## src/rtl/pipe_collide_score_pkg.sv

```systemverilog
// Shared game constants for the pipe/bird blocks.
//   - Default playfield geometry, in pixels.
//   - Encoding of the one-hot round state.
package pipe_collide_score_pkg;

   localparam int unsigned DEF_BIRD_X    = 200;
   localparam int unsigned DEF_BIRD_SIZE = 20;
   localparam int unsigned DEF_PIPE_W    = 50;
   localparam int unsigned DEF_GAP_H     = 150;
   localparam int unsigned DEF_FLOOR_Y   = 460;
   localparam int unsigned DEF_SCREEN_W  = 640;

   // One-hot round state. Any other pattern is illegal and recovers to IDLE.
   typedef enum logic [2:0] {
      ST_IDLE = 3'b001,
      ST_PLAY = 3'b010,
      ST_LOST = 3'b100
   } state_t;

endpackage

```

## src/rtl/pipe_collide_score_pipe_checker.sv

```systemverilog
// pipe_checker: collision and pass detection for one pipe.
//   Clk, Reset   : clock, synchronous active-high reset
//   X, Y         : pipe left edge / gap top edge
//   BirdPosY     : bird top edge
//   hit          : combinational, bird overlaps the pipe body
//   pass         : combinational, armed pipe is fully left of the bird
// The Armed flag lives here. It clears on a pass and re-sets once the pipe
// is back to the right of the bird, so each pipe scores once per sweep.
module pipe_checker
   import pipe_collide_score_pkg::*;
#(
   parameter int unsigned BIRD_X    = DEF_BIRD_X,
   parameter int unsigned BIRD_SIZE = DEF_BIRD_SIZE,
   parameter int unsigned PIPE_W    = DEF_PIPE_W,
   parameter int unsigned GAP_H     = DEF_GAP_H,
   parameter int unsigned SCREEN_W  = DEF_SCREEN_W
) (
   input  logic       Clk,
   input  logic       Reset,
   input  logic [9:0] X,
   input  logic [9:0] Y,
   input  logic [9:0] BirdPosY,
   output logic       hit,
   output logic       pass
);

   localparam logic [10:0] BIRD_L = 11'(BIRD_X);
   localparam logic [10:0] BIRD_R = 11'(BIRD_X + BIRD_SIZE);
   localparam logic [10:0] SCR_W  = 11'(SCREEN_W);

   logic        armed;
   logic [10:0] x11, pipe_r, gap_bot, bird_bot;
   logic        on_screen, x_overlap, y_outside;

   // 11-bit sums so a pipe near X=1023 cannot wrap into range.
   assign x11      = {1'b0, X};
   assign pipe_r   = x11 + 11'(PIPE_W);
   assign gap_bot  = {1'b0, Y} + 11'(GAP_H);
   assign bird_bot = {1'b0, BirdPosY} + 11'(BIRD_SIZE);

   assign on_screen = x11 < SCR_W;
   assign x_overlap = (x11 < BIRD_R) && (pipe_r > BIRD_L);
   assign y_outside = ({1'b0, BirdPosY} < {1'b0, Y}) || (bird_bot > gap_bot);

   assign hit  = on_screen && x_overlap && y_outside;
   assign pass = armed && on_screen && (pipe_r <= BIRD_L);

   // Re-arm and pass are mutually exclusive (pass implies X < BIRD_X).
   always_ff @(posedge Clk) begin
      if (Reset)               armed <= 1'b1;
      else if (x11 >= BIRD_R)  armed <= 1'b1;
      else if (pass)           armed <= 1'b0;
   end

endmodule

```

## src/rtl/pipe_collide_score.sv

```systemverilog
// pipe_collide_score: round control and BCD scoring for a two-pipe game.
//   Clk, Reset            : clock, synchronous active-high reset
//   Start                 : starts a round from IDLE, acknowledges LOST
//   BirdPosY              : bird top edge
//   PipePosXA/YA, XB/YB   : pipe left edge / gap top for pipes A and B
//   Lost, Playing         : registered state flags
//   Score                 : registered two-digit BCD score, saturates at 99
// Hit/pass are evaluated combinationally; outputs follow one edge later.
module pipe_collide_score
   import pipe_collide_score_pkg::*;
#(
   parameter int unsigned BIRD_X    = DEF_BIRD_X,
   parameter int unsigned BIRD_SIZE = DEF_BIRD_SIZE,
   parameter int unsigned PIPE_W    = DEF_PIPE_W,
   parameter int unsigned GAP_H     = DEF_GAP_H,
   parameter int unsigned FLOOR_Y   = DEF_FLOOR_Y,
   parameter int unsigned SCREEN_W  = DEF_SCREEN_W
) (
   input  logic       Clk,
   input  logic       Reset,
   input  logic       Start,
   input  logic [9:0] BirdPosY,
   input  logic [9:0] PipePosXA,
   input  logic [9:0] PipePosYA,
   input  logic [9:0] PipePosXB,
   input  logic [9:0] PipePosYB,
   output logic       Lost,
   output logic [7:0] Score,
   output logic       Playing
);

   state_t     state_q, state_d;
   logic [7:0] score_d;
   logic       hit_a, hit_b, pass_a, pass_b, ground, any_hit;

   pipe_checker #(
      .BIRD_X(BIRD_X), .BIRD_SIZE(BIRD_SIZE), .PIPE_W(PIPE_W),
      .GAP_H(GAP_H), .SCREEN_W(SCREEN_W)
   ) u_pipe_a (
      .Clk(Clk), .Reset(Reset), .X(PipePosXA), .Y(PipePosYA),
      .BirdPosY(BirdPosY), .hit(hit_a), .pass(pass_a)
   );

   pipe_checker #(
      .BIRD_X(BIRD_X), .BIRD_SIZE(BIRD_SIZE), .PIPE_W(PIPE_W),
      .GAP_H(GAP_H), .SCREEN_W(SCREEN_W)
   ) u_pipe_b (
      .Clk(Clk), .Reset(Reset), .X(PipePosXB), .Y(PipePosYB),
      .BirdPosY(BirdPosY), .hit(hit_b), .pass(pass_b)
   );

   assign ground  = {1'b0, BirdPosY} >= 11'(FLOOR_Y);
   assign any_hit = hit_a || hit_b || ground;

   // BCD +1 with saturation at 99.
   function automatic logic [7:0] bcd_inc(input logic [7:0] s);
      if (s == 8'h99)          return s;
      else if (s[3:0] == 4'd9) return {s[7:4] + 4'd1, 4'd0};
      else                     return {s[7:4], s[3:0] + 4'd1};
   endfunction

   always_comb begin
      state_d = ST_IDLE;
      score_d = Score;
      case (state_q)
         ST_IDLE: begin
            score_d = 8'h00;
            state_d = Start ? ST_PLAY : ST_IDLE;
         end
         ST_PLAY: begin
            // A hit in the same cycle as a pass ends the round unscored.
            if (any_hit) begin
               state_d = ST_LOST;
            end else begin
               state_d = ST_PLAY;
               if (pass_a) score_d = bcd_inc(score_d);
               if (pass_b) score_d = bcd_inc(score_d);
            end
         end
         ST_LOST: begin
            if (Start) begin
               state_d = ST_IDLE;
               score_d = 8'h00;
            end else begin
               state_d = ST_LOST;
            end
         end
         default: begin
            state_d = ST_IDLE;
            score_d = 8'h00;
         end
      endcase
   end

   always_ff @(posedge Clk) begin
      if (Reset) begin
         state_q <= ST_IDLE;
         Score   <= 8'h00;
         Lost    <= 1'b0;
         Playing <= 1'b0;
      end else begin
         state_q <= state_d;
         Score   <= score_d;
         Lost    <= (state_d == ST_LOST);
         Playing <= (state_d == ST_PLAY);
      end
   end

endmodule

```

## config.mk

```make
export PLATFORM = sky130hd
export DESIGN_NAME = pipe_collide_score
export DESIGN_NICKNAME = d
export VERILOG_FILES = /design/src/rtl/pipe_collide_score_pkg.sv /design/src/rtl/pipe_collide_score_pipe_checker.sv /design/src/rtl/pipe_collide_score.sv
export SDC_FILE = /design/constraint.sdc
export NUM_CORES = 1
export LEC_CHECK = 0
export ABC_CLOCK_PERIOD_IN_PS = 3900
export CORE_MARGIN = 1
export CORE_UTILIZATION = 47
export CTS_BUF_LIST = sky130_fd_sc_hd__clkbuf_4 sky130_fd_sc_hd__clkbuf_8 sky130_fd_sc_hd__clkbuf_16
export DETAILED_ROUTE_END_ITERATION = 12
export PLACE_DENSITY = 0.81
export SLEW_MARGIN = 20
export SYNTH_ARGS = -nofsm -noshare
export SYNTH_HDL_FRONTEND = slang
export SYNTH_HIERARCHICAL = 1
export SYNTH_SLANG_ARGS = --single-unit
```

## constraint.sdc

```tcl
create_clock -name Clk -period 3.9 [get_ports Clk]
set_input_delay 0.78 -clock Clk [delete_from_list [all_inputs] [get_ports Clk]]
set_output_delay 0.78 -clock Clk [all_outputs]
set_load 0.01 [all_outputs]
```

## Word-level counts from Yosys, hierarchy flattened

Cells that the tools add are included.

| word-level totals | value |
|---|---|
| output and inout port bits | 10 |
| word-level logic and storage cells | 73 |
| input port bits | 53 |
| register bits | 15 |

| operators by class | value |
|---|---|
| muxes and demuxes | 15 |
| eq/ne operators | 11 |
| $lt $le $gt $ge | 15 |
| reduce and logical (&&, ||, !) cells | 17 |
| $add $sub $neg | 9 |

Operators with widths:

| operator | number |
|---|---|
| 8-bit 2-to-1 mux | 10 |
| 10-bit by 6-bit adder with 11-bit output, second input constant | 2 |
| 10-bit by 8-bit adder with 11-bit output, second input constant | 2 |
| 11-bit > comparator | 2 |
| 11-bit by 8-bit > comparator with 1-bit output, second input constant | 2 |
| 11-bit by 8-bit <= comparator with 1-bit output, second input constant | 2 |
| 10-bit by 8-bit >= comparator with 1-bit output, second input constant | 2 |
| 10-bit < comparator | 2 |
| 10-bit < comparator, second input constant | 2 |
| 10-bit by 8-bit < comparator with 1-bit output, second input constant | 2 |
| 4-bit by 1-bit adder with 4-bit output, second input constant | 4 |
| 8-bit equality test, second input constant | 2 |
| 8-bit case mux with 2 select lines | 1 |
| 10-bit by 5-bit adder with 11-bit output, second input constant | 1 |
| 10-bit by 9-bit >= comparator with 1-bit output, second input constant | 1 |
| 1-bit logical AND | 10 |
| 3-bit case mux with 3 select lines | 1 |
| 4-bit equality test, second input constant | 2 |
| 3-bit by 2-bit equality test with 1-bit output, second input constant | 2 |
| 3-bit equality test, second input constant | 2 |
| 3-bit 2-to-1 mux | 2 |
| 1-bit logical OR | 4 |
| 2-bit != test, second input constant | 2 |
| 2-bit OR reduction | 2 |
| 3 further kinds | 3 |

## Logic depth before layout (Yosys ltp)

| depth | value |
|---|---|
| depth in word-level cells | 15 |
| gate-level depth with buffers | 19 |

## By module

The synthesis kept the hierarchy.

Modules (own cells, without submodules):

| module | cells an instance | area each (um^2) | instances |
|---|---|---|---|
| pipe_collide_score | 136 | 1067.3 | 1 |
| pipe_checker at u_pipe_a | 113 | 809.5 | 1 |
| pipe_checker at u_pipe_b | 112 | 803.3 | 1 |

## Least setup slack after synthesis

OpenSTA, ideal clock, no wires.

| timing | value |
|---|---|
| kind | input to register |
| start point | input port PipePosYB[1] |
| end point | register Score[7] |
| library setup time | 0.062 ns |
| path buffers | 0 |
| arrival | 3.664 ns |
| data required time | 3.838 ns |
| stages | 18 |
| slack | 0.174 ns |
| cell sequence | inv_1 ha_1 o21a_1 nor3_1 o21ai_0 xnor2_1 ha_1 a21oi_1 nand2_1 a211oi_1 a21o_1 a211oi_1 nor3_1 o21ai_0 nor3_1 nand2b_1 or3_1 nand3_1 |

| between the ends | value |
|---|---|
| cells in the longest elaborated chain, start to end | 8 |
| elaborated cells on any way between the ends | 9 |
| those cells by class | add/sub (1); order compare (2); eq/ne (1); reduce/logical (5) |

Ends and longest elaborated chain:

| item | RTL line | source |
|---|---|---|
| start, declared | pipe_collide_score.sv:26 | `input logic [9:0] PipePosYB,` |
| 10-bit by 8-bit adder with 11-bit output | pipe_collide_score_pipe_checker.sv:38 | `assign gap_bot = {1'b0, Y} + 11'(GAP_H);` |
| 11-bit > comparator | pipe_collide_score_pipe_checker.sv:43 | `assign y_outside = ({1'b0, BirdPosY} < {1'b0, Y}) \|\| (bird_bot > gap_bot);` |
| 1-bit logical OR (*) | pipe_collide_score_pipe_checker.sv:43 |  |
| 1-bit logical AND (*) | pipe_collide_score_pipe_checker.sv:45 | `assign hit = on_screen && x_overlap && y_outside;` |
| named net hit_b | pipe_collide_score.sv:34 | `logic hit_a, hit_b, pass_a, pass_b, ground, any_hit;` |
| 1-bit logical OR (*) (2 in series) | pipe_collide_score.sv:53 | `assign any_hit = hit_a \|\| hit_b \|\| ground;` |
| 2-bit != test (no source line) (*) | n/a |  |
| 2-bit AND reduction (no source line) (*) | n/a |  |
| end signal, assigned | pipe_collide_score.sv:103 | `Score <= score_d;` |
| end, declared | pipe_collide_score.sv:28 | `output logic [7:0] Score,` |

The timed path passes the listed nets; every way through them passes the cells marked *.
A chain may end at the register's enable or synchronous reset.

## Worst setup path after layout

| timing | value |
|---|---|
| start point | input port PipePosXA[6] |
| end point | register Score[1] |

| between the ends | value |
|---|---|
| cells in the longest elaborated chain, start to end | 12 |
| elaborated cells on any way between the ends | 25 |
| those cells by class | add/sub (2); order compare (4); eq/ne (3); mux (8); reduce/logical (8) |

Ends and longest elaborated chain:

| item | RTL line | source |
|---|---|---|
| start, declared | pipe_collide_score.sv:23 | `input logic [9:0] PipePosXA,` |
| 10-bit by 6-bit adder with 11-bit output / 10-bit < comparator (equally long branches) | pipe_collide_score_pipe_checker.sv:37, pipe_collide_score_pipe_checker.sv:41 |  |
| 11-bit by 8-bit <= comparator with 1-bit output / 1-bit logical AND (equally long branches) | pipe_collide_score_pipe_checker.sv:46 | `assign pass = armed && on_screen && (pipe_r <= BIRD_L);` |
| 1-bit logical AND (*) | pipe_collide_score_pipe_checker.sv:46 |  |
| named net pass_a | pipe_collide_score.sv:34 |  |
| 8-bit 2-to-1 mux (*) | pipe_collide_score.sv:76 | `if (pass_a) score_d = bcd_inc(score_d);` |
| 8-bit 2-to-1 mux (*) | pipe_collide_score.sv:72 | `if (any_hit) begin` |
| 8-bit 2-to-1 mux (*) | pipe_collide_score.sv:65 | `case (state_q)` |
| 4-bit by 1-bit adder with 4-bit output / 4-bit equality test (equally long branches) | pipe_collide_score.sv:59, pipe_collide_score.sv:58 |  |
| 8-bit 2-to-1 mux | pipe_collide_score.sv:58 | `else if (s[3:0] == 4'd9) return {s[7:4] + 4'd1, 4'd0};` |
| 8-bit 2-to-1 mux | pipe_collide_score.sv:57 | `if (s == 8'h99) return s;` |
| 8-bit 2-to-1 mux (*) | pipe_collide_score.sv:77 | `if (pass_b) score_d = bcd_inc(score_d);` |
| 8-bit 2-to-1 mux (*) | pipe_collide_score.sv:72 |  |
| 8-bit case mux with 2 select lines (*) | pipe_collide_score.sv:65 |  |

The timed path passes the listed nets; every way through them passes the cells marked *. The select of a mux whose other input is x is not followed.

==> flow_summary_export.csv <==
group,metric,value,unit
status,outcome,"complete, no violations",
placement,port-buffer-count,62,
synth,synthTopCellsByArea,"ha_1 24%, dfxtp_1 11%, xnor2_1 7.5%",
setup_path,crit_arrival,3950,ps
synth,ys.flop_type,"dfxtp_1",
timing,finalSetupViolations,0,
setup_path,cp.required,4050,ps
floorplanning,core_area,5510,um^2
timing,drv_slew,0,
synth,syn_area,2680,um^2
clock_tree,cts-root-buf,"clkbuf_8",
setup_path,path_max_fanout,4,
synth,yosysUniqueCellTypes,52,
timing,fin_crit_sh,97.3,%
cells_and_area,final_cells,564,
floorplanning,die_y,77.5,um
timing,fin_crit,3800,ps
clock_tree,htree_levels,1,
routing,routed-via-count,3142,
floorplanning,fp.dieW,77.5,um
timing,finClkSkew,6.71,ps
power_and_ir_drop,leakage,1.89,nW
synth,synth_seq_cells,15,
synth,syn_area_per_cell,7.42,um^2
synth,synthDominantCellAreaShare,24.3,%
cells_and_area,fin_nets,598,
timing,fmax,0.263,GHz
placement,globalplace.congestion,0.828,
clock_tree,clock_path_buffers,2,
grt,grt_pass1_wl,12800,um
clock_tree,clock_latency,260,ps
floorplanning,die-area,6010,um^2
timing,tightestPinTransition,508,ps
grt,antenna_found_initial,0,
power_and_ir_drop,power,0.000647,W
clock_tree,cts.clk_slew.worst_paths,60,ps
clock_tree,cts_tree,"built",
routing,wl,7890,um
placement,hpwl,6260,um
timing,fin_hold_ws,465,ps
routing,drc,0,
cells_and_area,syn_to_final_growth,55.1,%
routing,firstDrtPassIters,5,
clock_tree,hold_buffers,0,
grt,first_global_vias,3051,
timing,relSlewSlack,65.7,%
floorplanning,start_util,48.7,%
routing,drtIter0Drc,146,
setup_path,worst-setup-path-type,"in -> reg",
grt,grt_overflow,0,
timing,finalHoldViolCount,0,
synth,yosysMostFrequentCell,"ha_1",
synth,syn-num-nets,466,
grt,grt.total_usage,25.7,%
cells_and_area,fin_util,75.5,%
power_and_ir_drop,ir_worst_vdd,0.0000981,V
job,max_cap_violations,0,
routing,wl_per_cell,14.0,um
setup_path,cp-start-kind,"input port",
placement,place_inst,556,
synth,synth_edf_count,0,
synth,syn_inst,361,
setup_path,cp-end-kind,"flop",
cells_and_area,drive_above_1_share,26.0,%
power_and_ir_drop,pwr_density_cell,156,nW/um^2
grt,grt_max_degree,14,
synth,synthTopCellsByCount,"52 x ha_1, 37 x inv_1, 33 x nand2_1",
hold_path,hold_path_class,"reg -> reg",
cells_and_area,antenna_cells,0,
synth,yosysWarnings,6,
synth,async_flop_share,0,%
routing,vias_per_cell,5.57,
synth,synth_top_area_cell,"ha_1",
floorplanning,rows,27,
clock_tree,cts.sinks,15,
floorplanning,io-pin-count,63,
routing,ant_nets,0,
clock_tree,numCtsBuffers,3,
synth,seq_area_frac_synth,11.2,%
## cell type report
| class | count | area, um^2 |
|---|---|---|
| inverters | 37 | 139 |
| multi-input cells | 303 | 2410 |
| repair buffers | 133 | 1170 |
| clock buffers | 3 | 41.3 |
| clock inverters | 1 | 5.00 |
| fillers | 399 | 1350 |
| well taps | 72 | 90.1 |
| flip-flops and latches | 15 | 300 |
## stage by stage
stage	TNS [ps]	worst slack, ps	area [um^2]
4_1_cts	0	10.2	3990
6_report	0	104	4160
5_1_grt	-211	-59.1	4160
2_1_floorplan	0	174	2680
3_5_place_dp	-6610	-672	3860
3_3_place_gp	-5130	-533	3860
## cell families (layout without fill, tap and decap cells)
kind of cell / count (synthesis) / in the layout / share of synthesized area, %
AOI/OAI and AO/OA: 96 / 96 / 23.8
xor gates and xnor gates: 29 / 29 / 9.48
adders and majority gates: 52 / 52 / 24.3
buffers and inverters: 43 / 174 / 6.44
DFF: 15 / 15 / 11.2
muxes: 3 / 3 / 1.35
and+or+nand+nor: 123 / 123 / 23.5
## layout by cell type (no fill, tap or decap), types with 8 or more instances in the layout
cell type,n
buf_4,69
clkdlybuf4s50_1,50
ha_1,47
nand2_1,32
inv_1,30
nor2_1,26
xnor2_1,21
o21ai_0,18
a21oi_1,18
dfxtp_1,15
nand3_1,12
nor3_1,8
dlymetal6s2s_1,8
## routing by layer
metal / part of all wire, % / track usage (%) / vias up
li1: - / - / 1585
met3: 2.7 / 1.65 / 13
met5: 0 / 0 / -
met2: 57 / 52.9 / 74
met4: 1.8 / 8.49 / 0
met1: 39 / 26.9 / 1470
## final timing paths
check / from / endpoint / slack (ps) / cells after the start
worst min-delay path: u_pipe_a/armed / u_pipe_a/armed / 460 / 2
worst min register to register: u_pipe_a/armed / u_pipe_a/armed / 460 / 2
worst max register to register: Score[0] / Score[1] / 910 / 11
worst max-delay path: PipePosXA[6] / Score[1] / 100 / 12
## power breakdown
part | total, W | internal, W | switching, W
logic | 0.000361 | 0.000188 | 0.000173
registers | 0.000158 | 0.000156 | 0.00000221
clock network | 0.000128 | 0.0000709 | 0.0000567
## state kept, by name (all words and copies together) (netlist names)
name,cells
Playing,1
state_q,3
Lost,1
u_pipe_b/armed,1
Score,8
u_pipe_a/armed,1
## worst max-delay path, cell delays in order
cell and delay, ps:
clkdlybuf4s50_1 410, or3_1 370, o221ai_1 160, o211a_1 210
and3_4 210, and4b_1 260, buf_4 130, nand2_1 60
mux2_4 340, o41ai_4 420, mux2_4 340, a32o_1 240
## repair_timing
action | CTS | global route
pin swaps | 27 | 26
buffers inserted | 4 | 1
endpoints found under the setup margin | 12 | 12
gates cloned | 0 | 0
resized for setup | 24 | 48
Power figures use the tool's default switching activity.
==> RTL edit 1: new RTL, config.mk and constraints unchanged <==
Make the reset (`Reset`) asynchronous in 2 clocked blocks. Comments in the files are not updated.
--- a/src/rtl/pipe_collide_score_pipe_checker.sv
+++ b/src/rtl/pipe_collide_score_pipe_checker.sv
@@ -46,7 +46,7 @@
    assign pass = armed && on_screen && (pipe_r <= BIRD_L);
 
    // Re-arm and pass are mutually exclusive (pass implies X < BIRD_X).
-   always_ff @(posedge Clk) begin
+   always_ff @(posedge Clk or posedge Reset) begin
       if (Reset)               armed <= 1'b1;
       else if (x11 >= BIRD_R)  armed <= 1'b1;
       else if (pass)           armed <= 1'b0;
--- a/src/rtl/pipe_collide_score.sv
+++ b/src/rtl/pipe_collide_score.sv
@@ -92,7 +92,7 @@
       endcase
    end
 
-   always_ff @(posedge Clk) begin
+   always_ff @(posedge Clk or posedge Reset) begin
       if (Reset) begin
          state_q <= ST_IDLE;
          Score   <= 8'h00;
Formal check against the unedited RTL: differs if Reset is asserted again (counterexample within 4 cycles, from zero or initial values and one cycle with Reset high); with Reset held inactive, the same outputs for 10 cycles.
==> RTL edit 1 against the original RTL <==
  * Maximum frequency is 1.0% higher
  * Sequential cell count stayed put
  * Routed wire length is 3.6% lower
  * Cell area is 6.3% lower
  * Area after synthesis is 2.1% lower
  * Worst setup slack better by 0.039 ns
  * Non-clock buffer count is 16 lower
  * Total power is 17% higher
==> RTL edit 1: results (changes against the original RTL) <==
* WL met3 at 259 µm (+19%)
* Reg2reg end: Score[7]
* Commonest cells post-synth: 52 x ha_1, 35 x inv_1, 26 x nand2_1
* First-pass GRT wire length at 12400 µm (-2.8%)
* DRT iter0 DRCs at 176 (+21%)
* Nets at 552 (-7.7%)
* CP max stage delay at 0.61 ns (+0.19 ns)
* Worst Hold Launch: u_pipe_b/armed
* DP Wirelength at 6110 µm (-2.4%)
* Origin of the critical flop-to-flop path: Score[0]
* Routed wl met2 at 4050 µm (-9.3%)
* Status: finished, final reports clean
* Slowest cell on crit path: clkdlybuf4s50_1
* Vias at 2931 (-6.7%)
* RePlAce Congestion at 0.889 (+7.4%)
* Skew-Pair Late Insertion Delay at 0.24 ns (-0.02 ns)
* Fillers at 381 (-4.5%)
* DP Cell Count at 511 (-8.1%)
* LEAKAGE at 1.85 nW (-2.3%)
* Seq/Total Area, Yosys at 14.4% (+3.2 points)
* Worst-margin pin slew at 0.622 ns (+0.114 ns)
* R2r setup slk at 1.04 ns (+0.13 ns)
* Clock Skew at 0.00394 ns (-0.00277 ns)
* Synth area leaders: ha_1 25%, dfrtp_1 11%, xnor2_1 7.0%, inv_1 5.0%, o21ai_0 3.8%
* 1st-pass router iterations at 4 (-1)
* Avg Cell Area, Syn at 8.00 µm² (+7.7%)
* Via density at 5.68 (+2.0%)
* Synth unique cells at 54 (+3.8%)
-- RTL edit 1: per-stage QoR --
step / area (µm²) / utilization [%] / worst slack [ns]
5_1_grt: 3900 / 74.4 / -0.00649
4_1_cts: 3820 / 73.0 / 0.0199
6_report: 3900 / 74.4 / 0.144
3_5_place_dp: 3720 / 71.1 / -0.553
2_1_floorplan: 2620 / - / 0.266
3_3_place_gp: 3720 / 71.1 / -0.340
-- RTL edit 1: kinds of logic after synthesis --
group / share of synthesized area [%]
DFF: 14.4
muxes: 0.382
AOI/OAI and AO/OA: 24.9
and+or+nand+nor: 19.9
adders and majority gates: 24.8
xor gates and xnor gates: 10.0
buffers and inverters: 5.48
-- RTL edit 1: power by group --
part	internal (mW)	switching, mW	leakage (nW)
clock network	0.0791	0.0493	0.0262
logic	0.223	0.204	1.63
registers	0.179	0.0223	0.197
-- RTL edit 1: worst max-delay path: cells and delay by family --
kind | cells | cell delay [ns]
xor gates and xnor gates | 1 | 0.17
and+or+nand+nor | 4 | 1.02
buffers and inverters | 1 | 0.61
AOI/OAI and AO/OA | 6 | 0.99
adders and majority gates | 1 | 0.34
-- RTL edit 1: layout make-up --
| class | instances | area, µm² | share of cell area, % |
|---|---|---|---|
| inverters | 35 | 131 | 3.37 |
| multi-input cells | 275 | 2200 | 56.4 |
| clock buffers | 4 | 48.8 | 1.25 |
| well taps | 70 | 87.6 | 2.25 |
| flip-flops and latches | 15 | 379 | 9.73 |
| repair buffers | 117 | 1050 | 27.0 |
-- RTL edit 1: worst max path at each step --
stage	startpoint	endpoint	slack (ns)
5_1_grt	PipePosYB[5]	Score[7]	-0.006
3_5_place_dp	PipePosYB[1]	Score[0]	-0.55
6_report	BirdPosY[7]	Score[7]	0.14
2_1_floorplan	PipePosYA[1]	Score[7]	0.27
4_1_cts	BirdPosY[2]	Score[7]	0.02
3_3_place_gp	PipePosYA[1]	Score[0]	-0.34
-- RTL edit 1: timing repair --
action                                  4_1_cts  5_1_grt
resized for setup                            21       23
hold buffers                                  0        0
endpoints found under the hold margin         0        0
pin swaps                                    23        9
buffers inserted                              1        0
endpoints found under the setup margin       10       10
-- RTL edit 1: layer usage --
layer / track usage [%] / vias up
met5: 0 / -
met4: 9.04 / 0
met3: 2.14 / 18
met2: 50.5 / 95
met1: 28.3 / 1354
li1: - / 1464
==> RTL edit 2: new RTL, same settings <==
Made on the original files. The output `Playing` loses its register stage (`Playing` becomes a continuous assignment). Comments in the files are not updated.
--- a/src/rtl/pipe_collide_score.sv
+++ b/src/rtl/pipe_collide_score.sv
@@ -97,14 +97,14 @@
          state_q <= ST_IDLE;
          Score   <= 8'h00;
          Lost    <= 1'b0;
-         Playing <= 1'b0;
       end else begin
          state_q <= state_d;
          Score   <= score_d;
          Lost    <= (state_d == ST_LOST);
-         Playing <= (state_d == ST_PLAY);
       end
    end
 
+   assign Playing = (state_d == ST_PLAY);
+
 endmodule
 
Check against the original RTL: not equivalent (a bounded check fails within 4 cycles, from zero or initial values and one cycle with Reset high).
==> RTL edit 2 against the original RTL <==
  * The run now ends with negative setup slack left
  * Worst setup slack worse by 0.50 ns
  * Total power is 6.2% higher
  * Routed wire length is 15% higher
  * Global-route usage up 4.7 points
  * Sequential cell count fell by 1
  * Synthesized cell count is 0.28% lower
  * Cell area increased by 4.2%
  * Area after synthesis fell by 0.33%
  * Critical path type is now input pin to output pin
==> RTL edit 2: results (changes against the original RTL) <==
* GRT Total Usage at 30.4% (+4.7 points)
* Fillers at 356 (-11%)
* Commonest cells post-synth: 52 x ha_1, 38 x inv_1, 29 x o21ai_0
* DRT iter0 DRCs at 159 (+8.9%)
* Synth unique cells at 56 (+7.7%)
* Pin count of the biggest net entering global routing at 14 (unchanged)
* Status: finished, violations left
* Setup TNS at -0.396 ns (-0.396 ns)
* Relative slew margins at 64.2% (-1.4 points)
* Nets at 624 (+4.3%)
* Setup violations, final at 1 (+1)
* Clk pin slew, worst setup/hold paths at 0.06 ns (about the same)
* DP Wirelength at 6730 µm (+7.5%)
* Via density at 5.77 (+3.6%)
* Async set-reset flop share out of synthesis at 0% (unchanged)
* ANT cells at 0 (unchanged)
* Routed WL at 9110 µm (+15%)
* 1st-pass router iterations at 6 (+1)
* LEAKAGE at 2.00 nW (+5.9%)
* HP Class: flip-flop to flip-flop
* Clock Skew at 0.00333 ns (-0.00338 ns)
* Seq/Total Area, Yosys at 10.5% (-0.71 points)
* Worst-case clock buffer depth at 2 (unchanged)
* Skew-Pair Late Insertion Delay at 0.26 ns (about the same)
* Root Driver: clkbuf_8
* Final worst slack at -0.396 ns (-0.501 ns)
* Highest fanout seen on the critical path at 5 (+1)
* Largest area contributor in the netlist: ha_1
* # port buffers at 62 (unchanged)
* Initial antenna violation count at 0 (unchanged)
* Syn nets at 465 (-0.21%)
* RePlAce Congestion at 0.909 (+9.8%)
* Worst EP arrival at 3.52 ns (-0.43 ns)
* Htree depth at 1 (unchanged)
* Largest registers: Score: 8 flops, state_q: 3 flops
* Synth area leaders: ha_1 24%, dfxtp_1 10%, xnor2_1 7.2%, o21ai_0 5.4%, inv_1 5.3%
* Failing checks: negative setup slack
* Primary FF master, synth: dfxtp_1
* Layout cell share with drive strength beyond 1 at 29.2% (+3.1 points)
* Synth Warn # at 6 (unchanged)
* CTS Buf Count at 3 (unchanged)
* Max IR drop VDD at 0.134 mV (+36%)
* Vias in the first global route at 3496 (+15%)
* First-pass GRT wire length at 14900 µm (+17%)
## RTL edit 2: area by class of cell
type / instances / share of cell area [%]
Multi-Input combinational cell: 304 / 55.0
Timing Repair Buffer: 158 / 31.4
Sequential cell: 14 / 6.47
Inverter: 38 / 3.81
Tap cell: 72 / 2.08
Clock buffer: 4 / 1.27
## RTL edit 2: path summary, 6_finish.rpt
path             startpoint        endpoint  slack, ns  depth (start not counted)
max             BirdPosY[2]         Playing      -0.40                         16
min          u_pipe_b/armed  u_pipe_b/armed       0.47                          2
max reg2reg        Score[0]        Score[1]       1.00                         10
min reg2reg  u_pipe_b/armed  u_pipe_b/armed       0.47                          2
## RTL edit 2: timing repair
item	4_1_cts	5_1_grt
gates resized for setup	85	9
pin swaps	34	6
endpoints found under the setup margin	11	11
setup buffers	15	3
## RTL edit 2: stage by stage
stage | util, % | worst slack, ns | std cells | instance area, µm²
final | 78.7 | -0.396 | 590 | 4330
after global routing | 78.7 | -0.524 | 590 | 4330
after CTS | 78.2 | -0.234 | 591 | 4310
after detailed placement | 73.9 | -1.28 | 574 | 4070
after global placement | 73.9 | -1.20 | 574 | 4070
after floorplan | - | -0.0603 | 360 | 2750
## RTL edit 2: worst max-delay path, stage by stage
cell	delay (ns)
clkdlybuf4s15_2	0.23
ha_2	0.23
buf_4	0.14
o21ai_0	0.20
nor2_1	0.09
ha_1	0.31
nand4_1	0.18
nor3_2	0.24
o31ai_1	0.10
a21o_1	0.19
a211oi_2	0.24
nor3_1	0.08
o21ai_1	0.12
nor3_2	0.07
o21bai_4	0.19
buf_6	0.13
## RTL edit 2: layer usage
metal	GRT usage, %	part of all wire [%]
met1	33.0	41
met2	56.5	51
met5	0	0
met3	3.18	4.1
met4	17.9	4.8
## RTL edit 2: where the power goes
part / switching, mW / leakage (nW) / internal, mW / total, mW
logic: 0.185 / 1.86 / 0.206 / 0.391
registers: 0.00265 / 0.113 / 0.145 / 0.148
clock network: 0.0587 / 0.0288 / 0.0897 / 0.148
total: 0.246 / 2.00 / 0.441 / 0.687
## RTL edit 2: kinds of logic after synthesis
family	after synthesis	synth area share [%]
AND/OR/NAND/NOR	113	22.0
AO/OA/AOI/OAI	106	25.9
buffers and inverters	42	6.14
adder cells (fa/ha/maj)	52	24.4
flip-flops	14	10.5
XOR/XNOR	29	9.51
multiplexers	4	1.55
